## config.mk

```make
export PLATFORM = sky130hd
export DESIGN_NAME = pca_seq_ctrl_flat
export DESIGN_NICKNAME = d
export VERILOG_FILES = /design/src/rtl/pca_seq_ctrl_if.sv /design/src/rtl/pca_seq_ctrl.sv /design/src/flat_wrapper.sv
export SDC_FILE = /design/constraint.sdc
export NUM_CORES = 1
export LEC_CHECK = 0
export CAP_MARGIN = 30
export CORE_UTILIZATION = 47
export CTS_CLUSTER_SIZE = 10
export DETAILED_ROUTE_END_ITERATION = 10
export HOLD_SLACK_MARGIN = 0.06
export PLACE_DENSITY_LB_ADDON = 0.15
export SLEW_MARGIN = 20
export SYNTH_ARGS = -nofsm -noshare
export SYNTH_HDL_FRONTEND = slang
export SYNTH_SLANG_ARGS = --single-unit
```

## constraint.sdc

```tcl
create_clock -name clk -period 5.5 [get_ports clk]
set_input_delay 1.65 -clock clk [delete_from_list [all_inputs] [get_ports clk]]
set_output_delay 1.65 -clock clk [all_outputs]
set_load 0.05 [all_outputs]
```

## src/rtl/pca_seq_ctrl_if.sv

```systemverilog
// Request/result bundle for the nibble-serial parity-checked adder controller.
// The master side drives the operation request, the slave side returns status and result.
interface pca_seq_ctrl_if #(
    parameter int NIB = 4
);
    localparam int IW = (NIB > 1) ? $clog2(NIB) : 1;

    logic              start;
    logic [4*NIB-1:0]  x;
    logic [4*NIB-1:0]  y;
    logic              ci;
    logic              flt_en;
    logic [IW-1:0]     flt_nib;
    logic [3:0]        flt_mask;
    logic [1:0]        flt_hits;
    logic              busy;
    logic              done;
    logic [4*NIB-1:0]  z;
    logic              co;
    logic              err;
    logic [7:0]        retries;

    modport master (
        output start, x, y, ci, flt_en, flt_nib, flt_mask, flt_hits,
        input  busy, done, z, co, err, retries
    );

    modport slave (
        input  start, x, y, ci, flt_en, flt_nib, flt_mask, flt_hits,
        output busy, done, z, co, err, retries
    );
endinterface

```

## src/rtl/pca_seq_ctrl.sv

```systemverilog
// Nibble-serial adder: one 4-bit ripple slice with carry-parity checking is stepped
// LSB-first across the operands, retrying a nibble on parity error and aborting when out of retries.
module pca_seq_ctrl #(
    parameter int NIB       = 4,
    parameter int MAX_RETRY = 2
) (
    input  logic          clk,
    input  logic          rst,
    pca_seq_ctrl_if.slave bus
);
    localparam int W  = 4 * NIB;
    localparam int IW = (NIB > 1) ? $clog2(NIB) : 1;
    localparam int RW = (MAX_RETRY > 0) ? $clog2(MAX_RETRY + 1) : 1;

    typedef enum logic [1:0] {
        S_IDLE,
        S_RUN,
        S_DONE
    } state_t;

    state_t          r_state;
    state_t          w_nextState;

    logic [W-1:0]    r_x;
    logic [W-1:0]    r_y;
    logic            r_fltEn;
    logic [IW-1:0]   r_fltNib;
    logic [3:0]      r_fltMask;
    logic [1:0]      r_hitsLeft;
    logic            r_cin;
    logic [IW-1:0]   r_idx;
    logic [RW-1:0]   r_rc;
    logic [W-1:0]    r_z;
    logic            r_co;
    logic            r_err;
    logic [7:0]      r_retries;

    logic [3:0]      w_xn;
    logic [3:0]      w_yn;
    logic [3:0]      w_zn;
    logic [4:0]      w_carry;
    logic            w_cp;
    logic            w_zp;
    logic            w_zpe;
    logic            w_parOk;
    logic            w_fltActive;
    logic [3:0]      w_f;
    logic            w_isLast;
    logic            w_sliceCo;

    logic            w_busy;
    logic            w_done;
    logic            w_accept;
    logic            w_commit;
    logic            w_retry;
    logic            w_abort;

    // Operand nibble select and the ripple slice; carries into each bit feed the parity predictor.
    always_comb begin
        w_xn    = '0;
        w_yn    = '0;
        w_zn    = '0;
        w_carry = '0;
        for (int n = 0; n < NIB; n++) begin
            if (r_idx == IW'(n)) begin
                w_xn = r_x[4*n +: 4];
                w_yn = r_y[4*n +: 4];
            end
        end
        w_carry[0] = r_cin;
        for (int b = 0; b < 4; b++) begin
            w_zn[b]        = w_xn[b] ^ w_yn[b] ^ w_carry[b];
            w_carry[b + 1] = (w_xn[b] & w_yn[b]) | (w_xn[b] & w_carry[b]) | (w_yn[b] & w_carry[b]);
        end
    end

    assign w_sliceCo   = w_carry[4];
    assign w_cp        = ^w_carry[3:0];
    assign w_fltActive = (r_state == S_RUN) && r_fltEn && (r_idx == r_fltNib) && (r_hitsLeft != 2'd0);
    assign w_f         = w_fltActive ? r_fltMask : 4'd0;
    assign w_zp        = w_cp ^ (^w_xn) ^ (^w_yn);
    assign w_zpe       = ^(w_zn ^ w_f);
    assign w_parOk     = (w_zp == w_zpe);
    assign w_isLast    = (r_idx == IW'(NIB - 1));

    always_ff @(posedge clk) begin
        if (rst) begin
            r_state <= S_IDLE;
        end else begin
            r_state <= w_nextState;
        end
    end

    always_comb begin
        w_nextState = r_state;
        w_busy      = 1'b0;
        w_done      = 1'b0;
        w_accept    = 1'b0;
        w_commit    = 1'b0;
        w_retry     = 1'b0;
        w_abort     = 1'b0;
        case (r_state)
            S_IDLE: begin
                if (bus.start) begin
                    w_accept    = 1'b1;
                    w_nextState = S_RUN;
                end
            end
            S_RUN: begin
                w_busy = 1'b1;
                if (w_parOk) begin
                    w_commit = 1'b1;
                    if (w_isLast) begin
                        w_nextState = S_DONE;
                    end
                end else if (r_rc < RW'(MAX_RETRY)) begin
                    w_retry = 1'b1;
                end else begin
                    w_abort     = 1'b1;
                    w_nextState = S_DONE;
                end
            end
            S_DONE: begin
                w_busy      = 1'b1;
                w_done      = 1'b1;
                w_nextState = S_IDLE;
            end
            default: begin
                w_nextState = S_IDLE;
            end
        endcase
    end

    // Result registers hold after completion until the next accepted request clears them.
    always_ff @(posedge clk) begin
        if (rst) begin
            r_x        <= '0;
            r_y        <= '0;
            r_fltEn    <= 1'b0;
            r_fltNib   <= '0;
            r_fltMask  <= '0;
            r_hitsLeft <= '0;
            r_cin      <= 1'b0;
            r_idx      <= '0;
            r_rc       <= '0;
            r_z        <= '0;
            r_co       <= 1'b0;
            r_err      <= 1'b0;
            r_retries  <= '0;
        end else begin
            if (w_accept) begin
                r_x        <= bus.x;
                r_y        <= bus.y;
                r_fltEn    <= bus.flt_en;
                r_fltNib   <= bus.flt_nib;
                r_fltMask  <= bus.flt_mask;
                r_hitsLeft <= bus.flt_hits;
                r_cin      <= bus.ci;
                r_idx      <= '0;
                r_rc       <= '0;
                r_z        <= '0;
                r_co       <= 1'b0;
                r_err      <= 1'b0;
                r_retries  <= '0;
            end
            if (w_fltActive) begin
                r_hitsLeft <= r_hitsLeft - 2'd1;
            end
            if (w_commit) begin
                for (int n = 0; n < NIB; n++) begin
                    if (r_idx == IW'(n)) begin
                        r_z[4*n +: 4] <= w_zn ^ w_f;
                    end
                end
                r_cin <= w_sliceCo;
                r_rc  <= '0;
                if (w_isLast) begin
                    r_co <= w_sliceCo;
                end else begin
                    r_idx <= r_idx + IW'(1);
                end
            end
            if (w_retry) begin
                r_rc <= r_rc + RW'(1);
                if (r_retries != 8'hFF) begin
                    r_retries <= r_retries + 8'd1;
                end
            end
            if (w_abort) begin
                r_err <= 1'b1;
                r_co  <= 1'b0;
            end
        end
    end

    assign bus.busy    = w_busy;
    assign bus.done    = w_done;
    assign bus.z       = r_z;
    assign bus.co      = r_co;
    assign bus.err     = r_err;
    assign bus.retries = r_retries;
endmodule

```

## src/flat_wrapper.sv

```systemverilog
// flat-port wrapper written by rule: the top's interface ports become plain ports
module pca_seq_ctrl_flat 
#(
    parameter int NIB       = 4,
    parameter int MAX_RETRY = 2
)
  (clk, rst, bus_start, bus_x, bus_y, bus_ci, bus_flt_en, bus_flt_nib, bus_flt_mask, bus_flt_hits, bus_busy, bus_done, bus_z, bus_co, bus_err, bus_retries);
  pca_seq_ctrl_if #(.NIB(NIB)) bus_i ();
  input  logic clk;
  input  logic rst;
  input wire logic [$bits(bus_i.start)-1:0] bus_start;
  input wire logic [$bits(bus_i.x)-1:0] bus_x;
  input wire logic [$bits(bus_i.y)-1:0] bus_y;
  input wire logic [$bits(bus_i.ci)-1:0] bus_ci;
  input wire logic [$bits(bus_i.flt_en)-1:0] bus_flt_en;
  input wire logic [$bits(bus_i.flt_nib)-1:0] bus_flt_nib;
  input wire logic [$bits(bus_i.flt_mask)-1:0] bus_flt_mask;
  input wire logic [$bits(bus_i.flt_hits)-1:0] bus_flt_hits;
  output wire logic [$bits(bus_i.busy)-1:0] bus_busy;
  output wire logic [$bits(bus_i.done)-1:0] bus_done;
  output wire logic [$bits(bus_i.z)-1:0] bus_z;
  output wire logic [$bits(bus_i.co)-1:0] bus_co;
  output wire logic [$bits(bus_i.err)-1:0] bus_err;
  output wire logic [$bits(bus_i.retries)-1:0] bus_retries;
  assign bus_i.start = bus_start;
  assign bus_i.x = bus_x;
  assign bus_i.y = bus_y;
  assign bus_i.ci = bus_ci;
  assign bus_i.flt_en = bus_flt_en;
  assign bus_i.flt_nib = bus_flt_nib;
  assign bus_i.flt_mask = bus_flt_mask;
  assign bus_i.flt_hits = bus_flt_hits;
  assign bus_busy = bus_i.busy;
  assign bus_done = bus_i.done;
  assign bus_z = bus_i.z;
  assign bus_co = bus_i.co;
  assign bus_err = bus_i.err;
  assign bus_retries = bus_i.retries;
  pca_seq_ctrl #(.NIB(NIB), .MAX_RETRY(MAX_RETRY)) u_core (.clk(clk), .rst(rst), .bus(bus_i));
endmodule
```

After elaboration in Yosys (flattened, before gate mapping)
Cells that the tools add are included.
W data, S select, Z words.
{ "totals": {"register_bits": 74, "in_bits": 45, "output_inout_bits": 28, "wordCells": 128} }
{ "op_classes": {"add_sub_neg": 4, "n_lt_le_gt_ge": 1, "n_eq_ne": 11, "mux": 50, "n_bitwise": 31, "reduce_logical": 17} }
{ "op_table": {"columns": ["cell", "n"], "rows": [
  ["$mux W4", 13],
  ["$mux W16", 2],
  ["$mux W2", 12],
  ["$mux W8", 3],
  ["$mux W1", 19],
  ["$reduce_xor A4 Y1", 4],
  ["$and A1 B1 Y1", 12],
  ["$xor A1 B1 Y1", 10],
  ["$add A8 B1 Y8 const B", 1],
  ["$ne A8 B8 Y1 const B", 1],
  ["$or A1 B1 Y1", 8],
  ["$reduce_bool A2 Y1", 4],
  ["$eq A2 B2 Y1 const B", 3],
  ["$add A2 B1 Y2 const B", 2],
  ["$eq A2 B1 Y1 const B", 2],
  ["$logic_not A2 Y1", 2],
  ["$pmux W2 S2", 1],
  ["$reduce_or A2 Y1", 2],
  ["$xor A4 B4 Y4", 1],
  ["$logic_and A1 B1 Y1", 3],
  ["$ne A3 B2 Y1 const B", 1],
  ["$ne A3 B3 Y1 const B", 1],
  ["$reduce_and A3 Y1", 1],
  ["$reduce_bool A3 Y1", 1],
  ["5 further kinds", 5]
]} }

Logic depth before layout (Yosys ltp)
Gate-level depths: netlist of run 1.
{ "logic_depth": {"ltp_word": 22, "ltp_mapped": 22, "ltp_nobuf": 20} }

Worst setup path after synthesis of run 1
OpenSTA, ideal clock, no wires.
{ "synth_path": {"kind": "register to register", "startpoint": "reg u_core.r_idx[0]", "endpoint": "reg u_core.r_retries[2] (netlist: u_core.bus.retries[2])", "setup_time_ps": 96, "arrival_time_ps": 5099, "required_time_ps": 5404, "slack_ps": 305, "stages_incl_launch_ff": 22, "n_path_buf": 2, "period_less_slack_ps": 5195, "cell_sequence": "dfxtp_1 inv_1 ha_1 clkbuf_1 buf_2 nor2b_1 o31ai_1 fa_1 inv_1 fa_1 fa_1 inv_1 fa_1 xnor2_1 xnor2_1 xnor2_1 xnor2_1 xnor3_1 xor2_4 or4_1 o41a_1 o41ai_2"} }
{ "synth_via": {"elab_chain_cells": 21, "elab_cells_between_ends": 50, "cone_classes": "eq/ne: 5; mux: 12; bitwise: 26; reduce/logical: 7"} }
{ "synth_rtl": {"columns": ["item", "line_no", "text"], "rows": [
  ["start, declared", "pca_seq_ctrl.sv:31", "logic [IW-1:0] r_idx;"],
  ["start signal, assigned", "pca_seq_ctrl.sv:180", "r_idx <= r_idx + IW'(1);"],
  ["$logic_not A2 Y1", "pca_seq_ctrl.sv:65", "if (r_idx == IW'(n)) begin"],
  ["$mux W4 (4 in series)", "pca_seq_ctrl.sv:65", null],
  ["$and A1 B1 Y1", "pca_seq_ctrl.sv:73", "w_carry[b + 1] = (w_xn[b] & w_yn[b]) | (w_xn[b] & w_carry[b]) | (w_yn[b] & w_carry[b]);"],
  ["$or A1 B1 Y1 (2 in series)", "pca_seq_ctrl.sv:73", null],
  ["$and A1 B1 Y1", "pca_seq_ctrl.sv:73", null],
  ["$or A1 B1 Y1 (2 in series)", "pca_seq_ctrl.sv:73", null],
  ["$and A1 B1 Y1", "pca_seq_ctrl.sv:73", null],
  ["$or A1 B1 Y1 (2 in series)", "pca_seq_ctrl.sv:73", null],
  ["$reduce_xor A4 Y1 / $xor A1 B1 Y1 (equally long branches)", "pca_seq_ctrl.sv:78, pca_seq_ctrl.sv:72", null],
  ["$xor A1 B1 Y1 / $xor A4 B4 Y4 (equally long branches)", "pca_seq_ctrl.sv:81, pca_seq_ctrl.sv:82", null],
  ["$xor A1 B1 Y1 / $reduce_xor A4 Y1 (equally long branches)", "pca_seq_ctrl.sv:81, pca_seq_ctrl.sv:82", null],
  ["$eq A1 B1 Y1 (*)", "pca_seq_ctrl.sv:83", "assign w_parOk = (w_zp == w_zpe);"],
  ["$mux W1 (*)", "pca_seq_ctrl.sv:111", "if (w_parOk) begin"],
  ["$mux W1 (*)", "pca_seq_ctrl.sv:102", "case (r_state)"],
  ["$mux W8 (*)", "pca_seq_ctrl.sv:183", "if (w_retry) begin"],
  ["end signal, assigned", "pca_seq_ctrl.sv:186", "r_retries <= r_retries + 8'd1;"],
  ["end, declared", "pca_seq_ctrl.sv:36", "logic [7:0] r_retries;"]
]} }
Every way passes the cells marked *; elsewhere a longest branch is shown, timed or not.
A chain may end at the register's enable or synchronous reset.

Final worst setup path of run 1
Same ends and word-level chain as after synthesis.

==> results of run 1 <==
==> routing by layer <==
metal | track usage | part of all wire
met5 | 0 | 0
met4 | 0.0741 | 0.015
met3 | 0.0444 | 0.048
met2 | 0.358 | 0.46
met1 | 0.302 | 0.47
==> area by class of cell <==
class	count	area, um^2	share of cell area
Tap cell	102	128	0.0264
Sequential cell	74	1480	0.306
Timing Repair Buffer	91	878	0.181
Multi-Input combinational cell	330	2120	0.439
Inverter	16	60.1	0.0124
Clock inverter	5	31.3	0.00646
Clock buffer	10	138	0.0284
==> through the flow <==
stage               hold slack [ps]  TNS [ps]  instances
finish                          457         0        628
global route                    472     -39.7        628
CTS                             457         0        624
detailed placement              447         0        609
global placement                446         0        608
floorplan                       436         0        452
==> power by group <==
part	total (mW)	internal [mW]	switching (mW)
Sequential	0.663	0.612	0.0504
Clock	0.373	0.172	0.201
Combinational	2.29	0.960	1.33
==> how the worst max path moves through the flow <==
stage,slack [ps],to,cells past startpoint
2_1_floorplan,300,u_core.bus.retries[2],21
3_3_place_gp,290,u_core.bus.z[1],22
3_5_place_dp,50,u_core.bus.z[1],22
4_1_cts,30,u_core.bus.z[1],22
5_1_grt,-30,u_core.r_idx[0],21
6_report,230,u_core.bus.retries[2],21
==> sequential cells by signal (all words and copies together) (netlist names) <==
signal	cells
u_core.r_y	16
u_core.r_rc	2
u_core.r_cin	1
u_core.r_fltNib	2
u_core.bus.retries	8
u_core.r_fltEn	1
u_core.bus.z	16
u_core.r_hitsLeft	2
u_core.r_fltMask	4
u_core.r_idx	2
u_core.r_x	16
u_core.bus.err	1
u_core.r_state	2
u_core.bus.co	1
==> worst max-delay path, delay by kind of cell, from the launching register on <==
| kind | cells | cell delay (ps) |
|---|---|---|
| flip-flops | 1 | 360 |
| buffers and inverters | 4 | 410 |
| XOR/XNOR | 6 | 1320 |
| AO/OA/AOI/OAI | 4 | 560 |
| adder cells (fa/ha/maj) | 5 | 1750 |
| AND/OR/NAND/NOR | 2 | 760 |
==> cell families after synthesis <==
family,share of synthesized area
AND/OR/NAND/NOR,0.240
AO/OA/AOI/OAI,0.179
flip-flops,0.395
buffers and inverters,0.0566
XOR/XNOR,0.0700
adder cells (fa/ha/maj),0.0546
multiplexers,0.00533
==> what timing repair did <==
item                                    CTS  global route
hold buffers                              0             0
buffers inserted                          0             3
endpoints found under the hold margin     0             0
gates resized for setup                   0            11
endpoints found under the setup margin    0            33
==> layout by cell type, fill, tap and decap left out, types with 4 or more instances in the layout <==
cell              n
nand2_1          93
xnor2_1           9
nor3b_1           5
a21oi_1          62
clkbuf_8         10
a211oi_1          4
and4_1            4
nor2_1           16
buf_4            16
o21ai_0           6
xor2_1            8
nor3_1            5
and3_1            4
clkdlybuf4s50_1  71
a22oi_1           6
a31oi_1           4
nand3_1          18
inv_1            16
nand2b_1          7
dfxtp_1          73
nand4_1          14
a221o_1           4
ha_1             10
==> metrics.txt, run 1 <==
clock tree buffer depth 2; Worst setup SP type register; sequential share of the synthesized area 0.395; Avg WL per Cell 14.4 um; post-synth cell types 52; clock root buffer master clkbuf_8; VDD IR-drop max 0.496 mV; largest net degree at the start of global routing 49; PnR Total Power 3.33 mW; layout cells sized above 1 0.106; Die ar. 8350 um^2; WS Path Type reg -> reg; most numerous cell in the Yosys netlist nand2_1; Synth async-reset ratio 0; Hold EP u_core.r_x[14]; # IOs 73; FF-to-FF End u_core.bus.retries[2]; GRT Overall Usage 0.224; post-place instance area 4580 um^2; Worst Setup End Kind register; Worst setup startpoint u_core.r_idx[0]; Post-route DRC 0; max_slew headroom 0.370; vias in the first global route 3150; reg-to-reg setup timing slack 230 ps; CP Max Fanout 6; mean number of vias per cell 5.36; Die Height 91.4 um; clock skew 11.3 ps; Cells after Synth 452; FF+latch count, synth 74; Initial Util 0.486; clock slew at the register clock pins of the worst setup and hold paths 80 ps; nets 581; # fillers 697; syn_nets 511; min Tclk post-route 5270 ps; beginning of the worst hold path u_core.r_x[14]; Hold/Removal Path Class reg -> reg; post-synth top area share 0.395; clk_lat worst skew 340 ps; Area growth syn-to-layout 28.9%; synth top area cells dfxtp_1, nand2_1, a21oi_1, ha_1, xnor2_1; Max-Cap Viols 0; endpoints failing setup 0; Post-Syn Area 3750 um^2; dominant cell type by area after synthesis dfxtp_1; WL final 9040 um; Tcrit/Tclk final 0.958; Leakage 1.77 nW; antenna violations before repair 0; outcome complete, no violations; Rows 32; Core ar. 7730 um^2; CP Cell Sequence inv_1 > ha_1 > nor2b_4 > a221oi_1 > o31ai_1 > buf_4 > fa_1 > inv_1 > fa_1 > fa_2 > inv_1 > fa_1 > xnor2_2 > xnor2_1 > xnor2_1 > xnor2_1 > xnor3_2 > xor2_2 > or4_1 > o41a_1 > o41ai_2; Reg2Reg Launch Point u_core.r_idx[0]; final slew viol count 0; antenna cells 0; DR iter-0 viols 131; Setup WS pre-CTS 45.8 ps; first-pass GRT wire length 15000 um; Port Buffers 72; Slew @ Worst Pin 945 ps; syn avg cell area 8.31 um^2; Vias 3368; max incr delay on CP 550 ps; clock net sink count 74; pwr dens 688 nW/um^2; final worst slack 232 ps; CP required 5740 ps; cts bufs inserted 9; Post-synth top cells nand2_1, dfxtp_1, a21oi_1, clkbuf_1, nand3_1; fin util 0.626; post-route cell area 4840 um^2; worst hold stages 2; GPL Wtd Cong 0.807; CTS tree yes; htree depth 3; YS warnings 0; first-pass detailed-route iteration total 4; Detailed Place HPWL 6400 um; total gr overflow 0; Routed Antenna Nets 0; crit path DAT 5510 ps; Post-synth top flop dfxtp_1; achievable frequency 0.190 GHz; die width 91.4 um; Reg2Reg Depth 21; Post-synth EDFFs 0; slowest CP cell or4_1; Hold Vio Cnt, Final 0
Power figures use the tool's default switching activity.
==> run 2: changes to the inputs <==
--- a/config.mk
+++ b/config.mk
@@ -9,6 +9,7 @@
 export CORE_UTILIZATION = 47
 export CTS_CLUSTER_SIZE = 10
 export DETAILED_ROUTE_END_ITERATION = 10
+export GPL_ROUTABILITY_DRIVEN = 0
 export HOLD_SLACK_MARGIN = 0.06
 export PLACE_DENSITY_LB_ADDON = 0.15
 export SLEW_MARGIN = 20
==> results of run 2 <==
Final layout, timing and power as in run 1 (identical DEF).
==> run 3: changes to the inputs <==
--- a/config.mk
+++ b/config.mk
@@ -7,7 +7,6 @@
 export LEC_CHECK = 0
 export CAP_MARGIN = 30
 export CORE_UTILIZATION = 47
-export CTS_CLUSTER_SIZE = 10
 export DETAILED_ROUTE_END_ITERATION = 10
 export GPL_ROUTABILITY_DRIVEN = 0
 export HOLD_SLACK_MARGIN = 0.06
==> results of run 3 <==
Final layout, timing and power as in run 1 (identical DEF).
